**src/rtl/demux_channel_scheduler_if.sv**
```systemverilog
// Bus bundle for demux_channel_scheduler: source handshake, routing controls and the
// shared one-hot sink side. drop_cnt exists only when DEMUX_SCHED_DROP_CNT_EN is defined.
interface demux_channel_scheduler_if #(
    parameter int DATA_W = 8
);
    logic [DATA_W-1:0] in_data;
    logic              in_valid;
    logic              in_ready;
    logic [3:0]        ch_en;
    logic              mode;
    logic [1:0]        in_sel;
    logic [DATA_W-1:0] out_data;
    logic [3:0]        out_valid;
    logic [3:0]        out_ready;
    logic [1:0]        cur_ch;
    logic              busy;
`ifdef DEMUX_SCHED_DROP_CNT_EN
    logic [7:0]        drop_cnt;
`endif

    modport master (
`ifdef DEMUX_SCHED_DROP_CNT_EN
        input  drop_cnt,
`endif
        output in_data, in_valid, ch_en, mode, in_sel, out_ready,
        input  in_ready, out_data, out_valid, cur_ch, busy
    );

    modport slave (
`ifdef DEMUX_SCHED_DROP_CNT_EN
        output drop_cnt,
`endif
        input  in_data, in_valid, ch_en, mode, in_sel, out_ready,
        output in_ready, out_data, out_valid, cur_ch, busy
    );
endinterface

```
**src/rtl/demux_channel_scheduler.sv**
```systemverilog
// Single-entry demultiplexing scheduler: routes each source word to one of four channels
// (round-robin or fixed select). Optional saturating drop counter via DEMUX_SCHED_DROP_CNT_EN.
module demux_channel_scheduler #(
    parameter int DATA_W = 8
) (
    input  logic                      clk,
    input  logic                      rst,
    demux_channel_scheduler_if.slave  bus
);
    localparam int NUM_CH = 4;

    typedef enum logic {
        EMPTY = 1'b0,
        HOLD  = 1'b1
    } state_e;

    state_e              state_q,  state_d;
    logic [DATA_W-1:0]   data_q,   data_d;
    logic [NUM_CH-1:0]   valid_q,  valid_d;
    logic [1:0]          cur_ch_q, cur_ch_d;

    logic       deliver;
    logic       in_ready;
    logic       xfer;
    logic       discard;
    logic       load;
    logic [1:0] rr_pick;
    logic [1:0] target;
    logic [1:0] idx;
    logic       found;

    // NOTE: every always_comb output gets a default first so no path can infer a latch.
    always_comb begin
        rr_pick = cur_ch_q;
        found   = 1'b0;
        idx     = cur_ch_q;
        for (int i = 0; i < NUM_CH; i++) begin
            idx = cur_ch_q + 2'(i);
            if (!found && bus.ch_en[idx]) begin
                rr_pick = idx;
                found   = 1'b1;
            end
        end
    end

    always_comb begin
        deliver  = (state_q == HOLD) && ((valid_q & bus.out_ready) != '0);
        in_ready = rst && (bus.ch_en != '0) && ((state_q == EMPTY) || deliver);
        xfer     = bus.in_valid && in_ready;
        target   = bus.mode ? bus.in_sel : rr_pick;
        discard  = xfer && bus.mode && !bus.ch_en[bus.in_sel];
        load     = xfer && !discard;
    end

    // A load wins over the delivery that freed the slot, giving one word per cycle.
    always_comb begin
        state_d  = state_q;
        data_d   = data_q;
        valid_d  = valid_q;
        cur_ch_d = cur_ch_q;
        if (load) begin
            state_d = HOLD;
            data_d  = bus.in_data;
            valid_d = NUM_CH'(1) << target;
        end else if (deliver) begin
            state_d = EMPTY;
            valid_d = '0;
        end
        if (xfer && !bus.mode) begin
            cur_ch_d = target + 2'd1;
        end
    end

    // NOTE: sequential state uses non-blocking assignments so all flops update together.
    always_ff @(posedge clk) begin
        if (!rst) begin
            state_q  <= EMPTY;
            data_q   <= '0;
            valid_q  <= '0;
            cur_ch_q <= '0;
        end else begin
            state_q  <= state_d;
            data_q   <= data_d;
            valid_q  <= valid_d;
            cur_ch_q <= cur_ch_d;
        end
    end

`ifdef DEMUX_SCHED_DROP_CNT_EN
    logic [7:0] drop_cnt_q, drop_cnt_d;

    always_comb begin
        drop_cnt_d = drop_cnt_q;
        if (discard && (drop_cnt_q != 8'hFF)) begin
            drop_cnt_d = drop_cnt_q + 8'd1;
        end
    end

    always_ff @(posedge clk) begin
        if (!rst) begin
            drop_cnt_q <= '0;
        end else begin
            drop_cnt_q <= drop_cnt_d;
        end
    end

    assign bus.drop_cnt = drop_cnt_q;
`else
    // Discarded words leave no trace when the counter is compiled out.
`endif

    assign bus.in_ready  = in_ready;
    assign bus.out_data  = data_q;
    assign bus.out_valid = valid_q;
    assign bus.cur_ch    = cur_ch_q;
    assign bus.busy      = (state_q == HOLD);
endmodule
```
**src/flat_wrapper.sv**
```systemverilog
// flat-port wrapper written by rule: the top's interface ports become plain ports
module demux_channel_scheduler_flat 
#(
    parameter int DATA_W = 8
)
  (clk, rst, bus_in_data, bus_in_valid, bus_ch_en, bus_mode, bus_in_sel, bus_out_ready, bus_in_ready, bus_out_data, bus_out_valid, bus_cur_ch, bus_busy);
  demux_channel_scheduler_if #(.DATA_W(DATA_W)) bus_i ();
  input  logic clk;
  input  logic rst;
  input wire logic [$bits(bus_i.in_data)-1:0] bus_in_data;
  input wire logic [$bits(bus_i.in_valid)-1:0] bus_in_valid;
  input wire logic [$bits(bus_i.ch_en)-1:0] bus_ch_en;
  input wire logic [$bits(bus_i.mode)-1:0] bus_mode;
  input wire logic [$bits(bus_i.in_sel)-1:0] bus_in_sel;
  input wire logic [$bits(bus_i.out_ready)-1:0] bus_out_ready;
  output wire logic [$bits(bus_i.in_ready)-1:0] bus_in_ready;
  output wire logic [$bits(bus_i.out_data)-1:0] bus_out_data;
  output wire logic [$bits(bus_i.out_valid)-1:0] bus_out_valid;
  output wire logic [$bits(bus_i.cur_ch)-1:0] bus_cur_ch;
  output wire logic [$bits(bus_i.busy)-1:0] bus_busy;
  assign bus_i.in_data = bus_in_data;
  assign bus_i.in_valid = bus_in_valid;
  assign bus_i.ch_en = bus_ch_en;
  assign bus_i.mode = bus_mode;
  assign bus_i.in_sel = bus_in_sel;
  assign bus_i.out_ready = bus_out_ready;
  assign bus_in_ready = bus_i.in_ready;
  assign bus_out_data = bus_i.out_data;
  assign bus_out_valid = bus_i.out_valid;
  assign bus_cur_ch = bus_i.cur_ch;
  assign bus_busy = bus_i.busy;
  demux_channel_scheduler #(.DATA_W(DATA_W)) u_core (.clk(clk), .rst(rst), .bus(bus_i));
endmodule
```
**config.mk**
```make
export PLATFORM = sky130hd
export DESIGN_NAME = demux_channel_scheduler_flat
export DESIGN_NICKNAME = d
export VERILOG_FILES = /design/src/rtl/demux_channel_scheduler_if.sv /design/src/rtl/demux_channel_scheduler.sv /design/src/flat_wrapper.sv
export SDC_FILE = /design/constraint.sdc
export NUM_CORES = 1
export LEC_CHECK = 0
export BUFFER_PORTS_ARGS = -buffer_cell sky130_fd_sc_hd__buf_4
export CAP_MARGIN = 20
export CORE_UTILIZATION = 27
export DETAILED_ROUTE_END_ITERATION = 10
export GPL_TIMING_DRIVEN = 0
export SYNTH_ARGS = -nofsm -noshare
export SYNTH_HDL_FRONTEND = slang
export SYNTH_SLANG_ARGS = --single-unit
```
**constraint.sdc**
```tcl
create_clock -name clk -period 2.7 [get_ports clk]
set_input_delay 0.27 -clock clk [delete_from_list [all_inputs] [get_ports clk]]
set_output_delay 0.27 -clock clk [all_outputs]
set_load 0.02 [all_outputs]
```
==> summary.md, run 1 <==
| Metric | Value |
|---|---|
| Status | finished clean |
| Crit end category | register |
| RSZ-0062 raised after global routing | no |
| Core area | 0.00305 mm2 |
| Worst Min Path Start | bus_in_data[1] |
| Hpwl dp | 1690 um |
| R2R Path Start | u_core.bus.cur_ch[0] |
| Number of I/O pins | 38 |
| Post-cts sizing count | 0 |
| Reg power frac | 46.2% |
| DR WL met2 | 988 um |
| FP Rows | 20 |
| Final setup vio count | 0 |
| Die Span Y | 58.8 um |
| Final WL | 2140 um |
| Post-Syn Nets | 127 |
| Root buffer selected by CTS | clkbuf_4 |
| Kind of critical path | reg -> reg |
| Max-Cap Viols | 0 |
| Die area | 0.00346 mm2 |
| Total number of vias | 871 |
| Top Layer Used | met4 |
| Most frequently used flop master after synthesis | dfxtp_1 |
| Startpoint Class | register |
| Synth Cell Area | 871 um2 |
| DRC Markers | 0 |
| Library cells used by synthesis | 33 |
| Max IR drop VDD | 0.000206 V |
| First-pass GRT wire length | 3700 um |
| CTS tree | built |
| Port Buffers | 35 |
| Post-synthesis cell count | 101 |
| Clock Power Share | 23.6% |
| Gpl congestion | 0.741 |
| Nets | 167 |
| EDFF count, synth | 0 |
| R2R cell count | 9 |
| Number of diodes | 0 |
| Clock transition at path regs | 0.08 ns |
| Crit-path max cell delay | 0.48 ns |
| Synth Warn # | 0 |
| Critical path cell sequence | buf_4 > or3b_2 > a21oi_1 > nor4_2 > xnor2_1 > mux2_2 > ha_1 > mux2i_1 > nor2b_1 |
| 1st-pass router iterations | 4 |
| Crit path DAT | 2.40 ns |
| Synth cell count leaders | dfxtp_1 (15), inv_1 (13), nand3_1 (13), o21ai_0 (10), nand2_1 (7) |
| Clk Latency, worst-skew pair | 0.27 ns |
| Crit-path slowest cell | or3b_2 |
| Final Critical Period | 2.22 ns |
| Switching part of the total | 30.7% |
| Share of layout cells above drive strength 1 | 35.0% |
| Clock sink total | 15 |
| Sequential fraction of the synthesis area | 34.5% |
| Synth Register Bits | 15 |
| Final Non-Filler Cells | 184 |
| Total grt overflow | 0 |
| Hold Violations, Final | 0 |
| Placed insts | 180 |
| Pwr Density | 439 mW/mm2 |
| Dominant cells by area after synthesis | dfxtp_1 (34%), nand3_1 (7.5%), ha_1 (5.7%) |
| CP top delay family | simple AND/OR/NAND/NOR gates |
| Switching power | 0.164 mW |
| Pleak | 0.573 nW |
| Post-Route Utilization | 39.8% |
| Hold Buf Count CTS | 0 |
| Area leader, netlist | dfxtp_1 |
| DR WL/cell | 11.6 um |
| Setup tns final | 0 ns |
| Gate power share | 30.2% |
| Stages on worst setup path | 9 |
| Largest net degree at the start of global routing | 11 |
| TritonCTS buffer count | 3 |
| WHS Path Cells | 3 |
| Most common cell in the netlist | dfxtp_1 |
| Total track usage | 13.8% |
| Design Power | 0.534 mW |
| Fill cell count | 344 |
| Area grow syn2layout | 39.5% |
| Final period util | 82.4% |
| Vias in the first global route | 865 |
| Vias per cell | 4.73 |
| Top-area cell type share of the netlist area | 34.5% |
| Hold Worst Slack | 0.250 ns |
| Required time of the critical path | 2.87 ns |
| Reg2reg end | u_core.bus.cur_ch[1] |
| Syn Area/Cell | 8.62 um2 |
| Slew @ Worst Pin | 0.507 ns |
| Worst Path Buf+Inv | 1 |
| Max-slew violation count | 0 |
| Wl on met1 | 975 um |
| Ys async rst share | 0% |
| CP Max Fanout | 10 |
| Initial antenna violation count | 0 |
| Met3 routed WL | 168 um |
| Drt initial violations | 32 |
| Worst slew margin | 65.9% |
| Setup Fix Bufs, Post-CTS | 0 |
| Worst-case clock buffer depth | 2 |
| Peak Freq | 450 MHz |
| Die Wd | 58.8 um |
| Worst Hold End | u_core.bus.out_data[1] |
| Final Skew | 0.00319 ns |
| ANT nets after route | 0 |
| R2r setup slk | 0.48 ns |
| Initial core utilization | 28.5% |
| Hold/Removal Path Class | in -> reg |
| Int Pwr | 0.370 mW |
| H-tree lvl count | 1 |
worst reg2reg max path: cells and delay by family (launching register included):
family                   cells  cell delay, ns
AO/OA/AOI/OAI                1            0.17
XOR/XNOR                     1            0.15
adder cells (fa/ha/maj)      1            0.29
buffers and inverters        1            0.16
flip-flops                   1            0.32
multiplexers                 2            0.42
AND/OR/NAND/NOR              3            0.61
sequential cells by signal, indices dropped and copies added, names as in the netlist:
| signal | cells |
|---|---|
| u_core.bus.out_data | 8 |
| u_core.bus.out_valid | 4 |
| u_core.bus.cur_ch | 2 |
| u_core.bus.busy | 1 |
metrics by stage:
step	area [um2]	worst slack, ns
floorplan	871	0.506
global placement	1190	0.522
detailed placement	1190	0.472
CTS	1210	0.469
global route	1210	0.336
finish	1210	0.476
logic make-up after synthesis:
kind of cell,share of synthesized area (%)
and+or+nand+nor,19.1
xor gates and xnor gates,1.01
adders and majority gates,5.75
AOI/OAI and AO/OA,20.4
muxes,8.62
DFF,34.5
buffers and inverters,10.6
layer usage:
| metal | vias up | GRT usage [%] |
|---|---|---|
| met3 | 2 | 3.52 |
| met5 | - | 0 |
| met2 | 28 | 22.7 |
| li1 | 434 | - |
| met4 | 0 | 5.78 |
| met1 | 407 | 17.0 |
power groups by stage:
stage	clock, mW	combinational (mW)	sequential, mW
finish	0.126	0.161	0.247
global route	0.143	0.178	0.249
CTS	0.127	0.162	0.247
detailed placement	0	0.161	0.252
global placement	0	0.158	0.251
floorplan	0	0.0753	0.269
cell type report:
class / instances / area [um2] / share of cell area (%)
Timing Repair Buffer: 35 / 263 / 21.6
Buffer: 6 / 43.8 / 3.60
Clock buffer: 4 / 26.3 / 2.16
Tap cell: 44 / 55.1 / 4.53
Sequential cell: 15 / 300 / 24.7
Multi-Input combinational cell: 67 / 478 / 39.3
Inverter: 13 / 48.8 / 4.02
cell usage in the layout, fill, tap and decap left out, drive strengths merged:
cell     count
mux2         2
o2111ai      1
nand3       13
clkbuf       5
or3b         1
dfxtp       15
o21ai       12
o22ai        1
a21oi        4
nor2         2
ha           4
nor3b        1
and4         1
nand2        7
nand3b       1
inv         13
a22oi        2
xnor2        1
a41o         1
o41ai        1
nor4         2
a31oi        1
o211a        1
mux4         1
buf         40
mux2i        3
a21boi       2
nor2b        1
nor4bb       1
how the worst max path moves through the flow:
stage                          from                    to  slack, ns
2_1_floorplan  u_core.bus.cur_ch[0]  u_core.bus.cur_ch[1]       0.51
3_3_place_gp   u_core.bus.cur_ch[0]  u_core.bus.cur_ch[1]       0.52
3_5_place_dp   u_core.bus.cur_ch[0]  u_core.bus.cur_ch[1]       0.47
4_1_cts        u_core.bus.cur_ch[0]  u_core.bus.cur_ch[1]       0.47
5_1_grt        u_core.bus.cur_ch[0]  u_core.bus.cur_ch[1]       0.34
6_report       u_core.bus.cur_ch[0]  u_core.bus.cur_ch[1]       0.48
Power figures use the tool's default switching activity.
==> run 2: changes to the inputs <==
==> constraint.sdc (replaced) <==
create_clock -name clk -period 1.8 [get_ports clk]
set_input_delay 0.18 -clock clk [delete_from_list [all_inputs] [get_ports clk]]
set_output_delay 0.18 -clock clk [all_outputs]
set_load 0.02 [all_outputs]
==> run 2 against run 1 <==
  * Sequential power grew 50%
  * Critical path type unchanged
  * Largest cell class unchanged
  * Largest power group unchanged
  * First-iteration DRC count grew 41%
  * The flow now finishes with violations (negative setup slack)
  * Sequential share of layout area shrank 0.29 points
  * Highest routed layer unchanged
  * Final area grew 3.7%
  * Clock power grew 49%
  * Core utilization grew 1.5 points
  * Combinational power grew 57%
  * Wire length is the same
  * Fmax grew 18%
  * Sequential cell count is the same
  * Register-to-register slack lost 0.56 ns
==> summary.md, run 2 (synthesized netlist as in run 1, its figures left out) <==
| Metric | Value |
|---|---|
| Status | complete, but fails checks |
| Violated checks | negative setup slack |
| TritonCTS buffer count | 3 (unchanged) |
| Worst slew margin | 68.9% (+3.0 points) |
| Nets | 169 (+1.2%) |
| Gpl congestion | 0.702 (-5.3%) |
| Pleak | 0.590 nW (+3.0%) |
| Root buffer selected by CTS | clkbuf_4 |
| Total track usage | 13.5% (-0.30 points) |
| R2r setup slk | -0.08 ns (-0.56 ns) |
| Die area | 0.00346 mm2 (unchanged) |
| Final setup margin | -0.0835 ns (-0.560 ns) |
| Die Span Y | 58.8 um (unchanged) |
| Clock sink total | 15 (unchanged) |
| Vias per cell | 4.58 (-3.2%) |
| Hold/Removal Path Class | in -> reg |
| Crit end category | register |
| Drt initial violations | 45 (+41%) |
| Clk Latency, worst-skew pair | 0.28 ns (about the same) |
| Startpoint Class | register |
| Final setup vio count | 2 (+2) |
| Number of I/O pins | 38 (unchanged) |
| Largest net degree at the start of global routing | 11 (unchanged) |
| Max-slew violation count | 0 (unchanged) |
| Port Buffers | 35 (unchanged) |
| Clock transition at path regs | 0.08 ns (about the same) |
| Max reg flops | 8 (unchanged) |
| DR WL/cell | 11.5 um (-1.1%) |
| Total grt overflow | 0 (unchanged) |
| Max-Cap Viols | 0 (unchanged) |
| Area grow syn2layout | 44.7% |
| Required time of the critical path | 1.98 ns (-0.89 ns) |
| Pwr Density | 645 mW/mm2 (+47%) |
| Peak Freq | 531 MHz (+18%) |
| Share of layout cells above drive strength 1 | 38.7% (+3.7 points) |
| Kind of critical path | reg -> reg |
| RSZ-0062 raised after global routing | yes |
| Vias in the first global route | 821 (-5.1%) |
| Crit path DAT | 2.06 ns (-0.34 ns) |
| Commonest non-fill, non-tap cell in the layout | buf_4 |
| Worst-case clock buffer depth | 2 (unchanged) |
| Initial antenna violation count | 0 (unchanged) |
| CTS tree | built |
| Total number of vias | 852 (-2.2%) |
| Initial core utilization | 28.5% (unchanged) |
| ANT nets after route | 0 (unchanged) |
| Design Power | 0.812 mW (+52%) |
| Number of diodes | 0 (unchanged) |
| Placed insts | 180 (unchanged) |
| Die Wd | 58.8 um (unchanged) |
| Hpwl dp | 1630 um (-3.3%) |
| 1st-pass router iterations | 6 (+2) |
| Core area | 0.00305 mm2 (unchanged) |
| H-tree lvl count | 1 (unchanged) |
| Final period util | 105% (+22 points) |
| Final Skew | 0.00346 ns (+0.000264 ns) |
| Slew @ Worst Pin | 0.462 ns (-0.0448 ns) |
| Most frequent cells in the layout | buf_4 (38), inv_1 (13), nand3_1 (13), dfxtp_1 (13), o21ai_0 (9) |
| Final Non-Filler Cells | 186 (+1.1%) |
| CP Max Fanout | 4 (-6) |
| FP Rows | 20 (unchanged) |
| First-pass GRT wire length | 3530 um (-4.7%) |
| Fill cell count | 343 (-0.29%) |
| DRC Markers | 0 (unchanged) |
| Max IR drop VDD | 0.000396 V (+92%) |
| Final WL | 2140 um (unchanged) |
| Hold Violations, Final | 0 (unchanged) |
| Final Critical Period | 1.88 ns (-0.340 ns) |
-- run 2: changes by cell type in the layout (fill, tap and decap cells not counted), sizes merged --
| cell | previous run | this run |
|---|---|---|
| buf | 40 | 42 |
-- run 2: layer usage --
| layer | vias up | global-route usage [%] | wire, um |
|---|---|---|---|
| met5 | - | 0 | 0 |
| met4 | 0 | 7.14 | 41 |
| li1 | 437 | - | - |
| met1 | 382 | 16.8 | 999 |
| met2 | 28 | 22.6 | 970 |
| met3 | 5 | 1.76 | 130 |
-- run 2: cell type report --
| type | instances | area [um2] | share of cell area [%] |
|---|---|---|---|
| buffer | 5 | 36.3 | 2.88 |
| inverter | 13 | 48.8 | 3.87 |
| tap | 44 | 55.1 | 4.37 |
| multi-input combinational | 67 | 500 | 39.7 |
| sequential | 15 | 308 | 24.4 |
| timing repair buffer | 38 | 285 | 22.6 |
| clock buffer | 4 | 26.3 | 2.09 |
-- run 2: worst paths after layout --
path                               start                endpoint  cells after the start
setup reg to reg    u_core.bus.cur_ch[1]    u_core.bus.cur_ch[1]                      8
setup / recovery    u_core.bus.cur_ch[1]    u_core.bus.cur_ch[1]                      8
hold reg to reg   u_core.bus.out_data[4]  u_core.bus.out_data[4]                      2
hold / removal            bus_in_data[2]  u_core.bus.out_data[2]                      3
-- run 2: repair_timing --
item,in CTS,in global routing
gates resized for setup,2,0
hold buffers,0,0
endpoints found under the setup margin,5,5
pin swaps,3,0
buffers inserted,3,0
-- run 2: worst max-delay path: stages (launching register included) --
cell and delay [ns]:
dfxtp_4 0.36, nor4bb_1 0.12, a41o_1 0.21, nor4_2 0.28, xnor2_1 0.13, mux2_4 0.29, ha_4 0.21, mux2i_1 0.13
nor2b_1 0.06
-- run 2: metrics by stage --
| step | instance area, um2 | setup WS [ns] | utilization [%] | hold WS, ns | setup TNS (ns) |
|---|---|---|---|---|---|
| final | 1260 | -0.0835 | 41.3 | 0.151 | -0.103 |
| after floorplan | 901 | -0.172 | - | 0.327 | -0.321 |
| after global placement | 1220 | -0.201 | 39.9 | 0.436 | -0.520 |
| after detailed placement | 1220 | -0.222 | 39.9 | 0.446 | -0.591 |
| after global routing | 1260 | -0.180 | 41.3 | 0.161 | -0.374 |
| after CTS | 1260 | -0.107 | 41.3 | 0.142 | -0.148 |
-- run 2: power breakdown --
group / switching [mW] / internal, mW
registers: 0.0167 / 0.354
logic: 0.129 / 0.123
clock network: 0.102 / 0.0861
total: 0.249 / 0.564
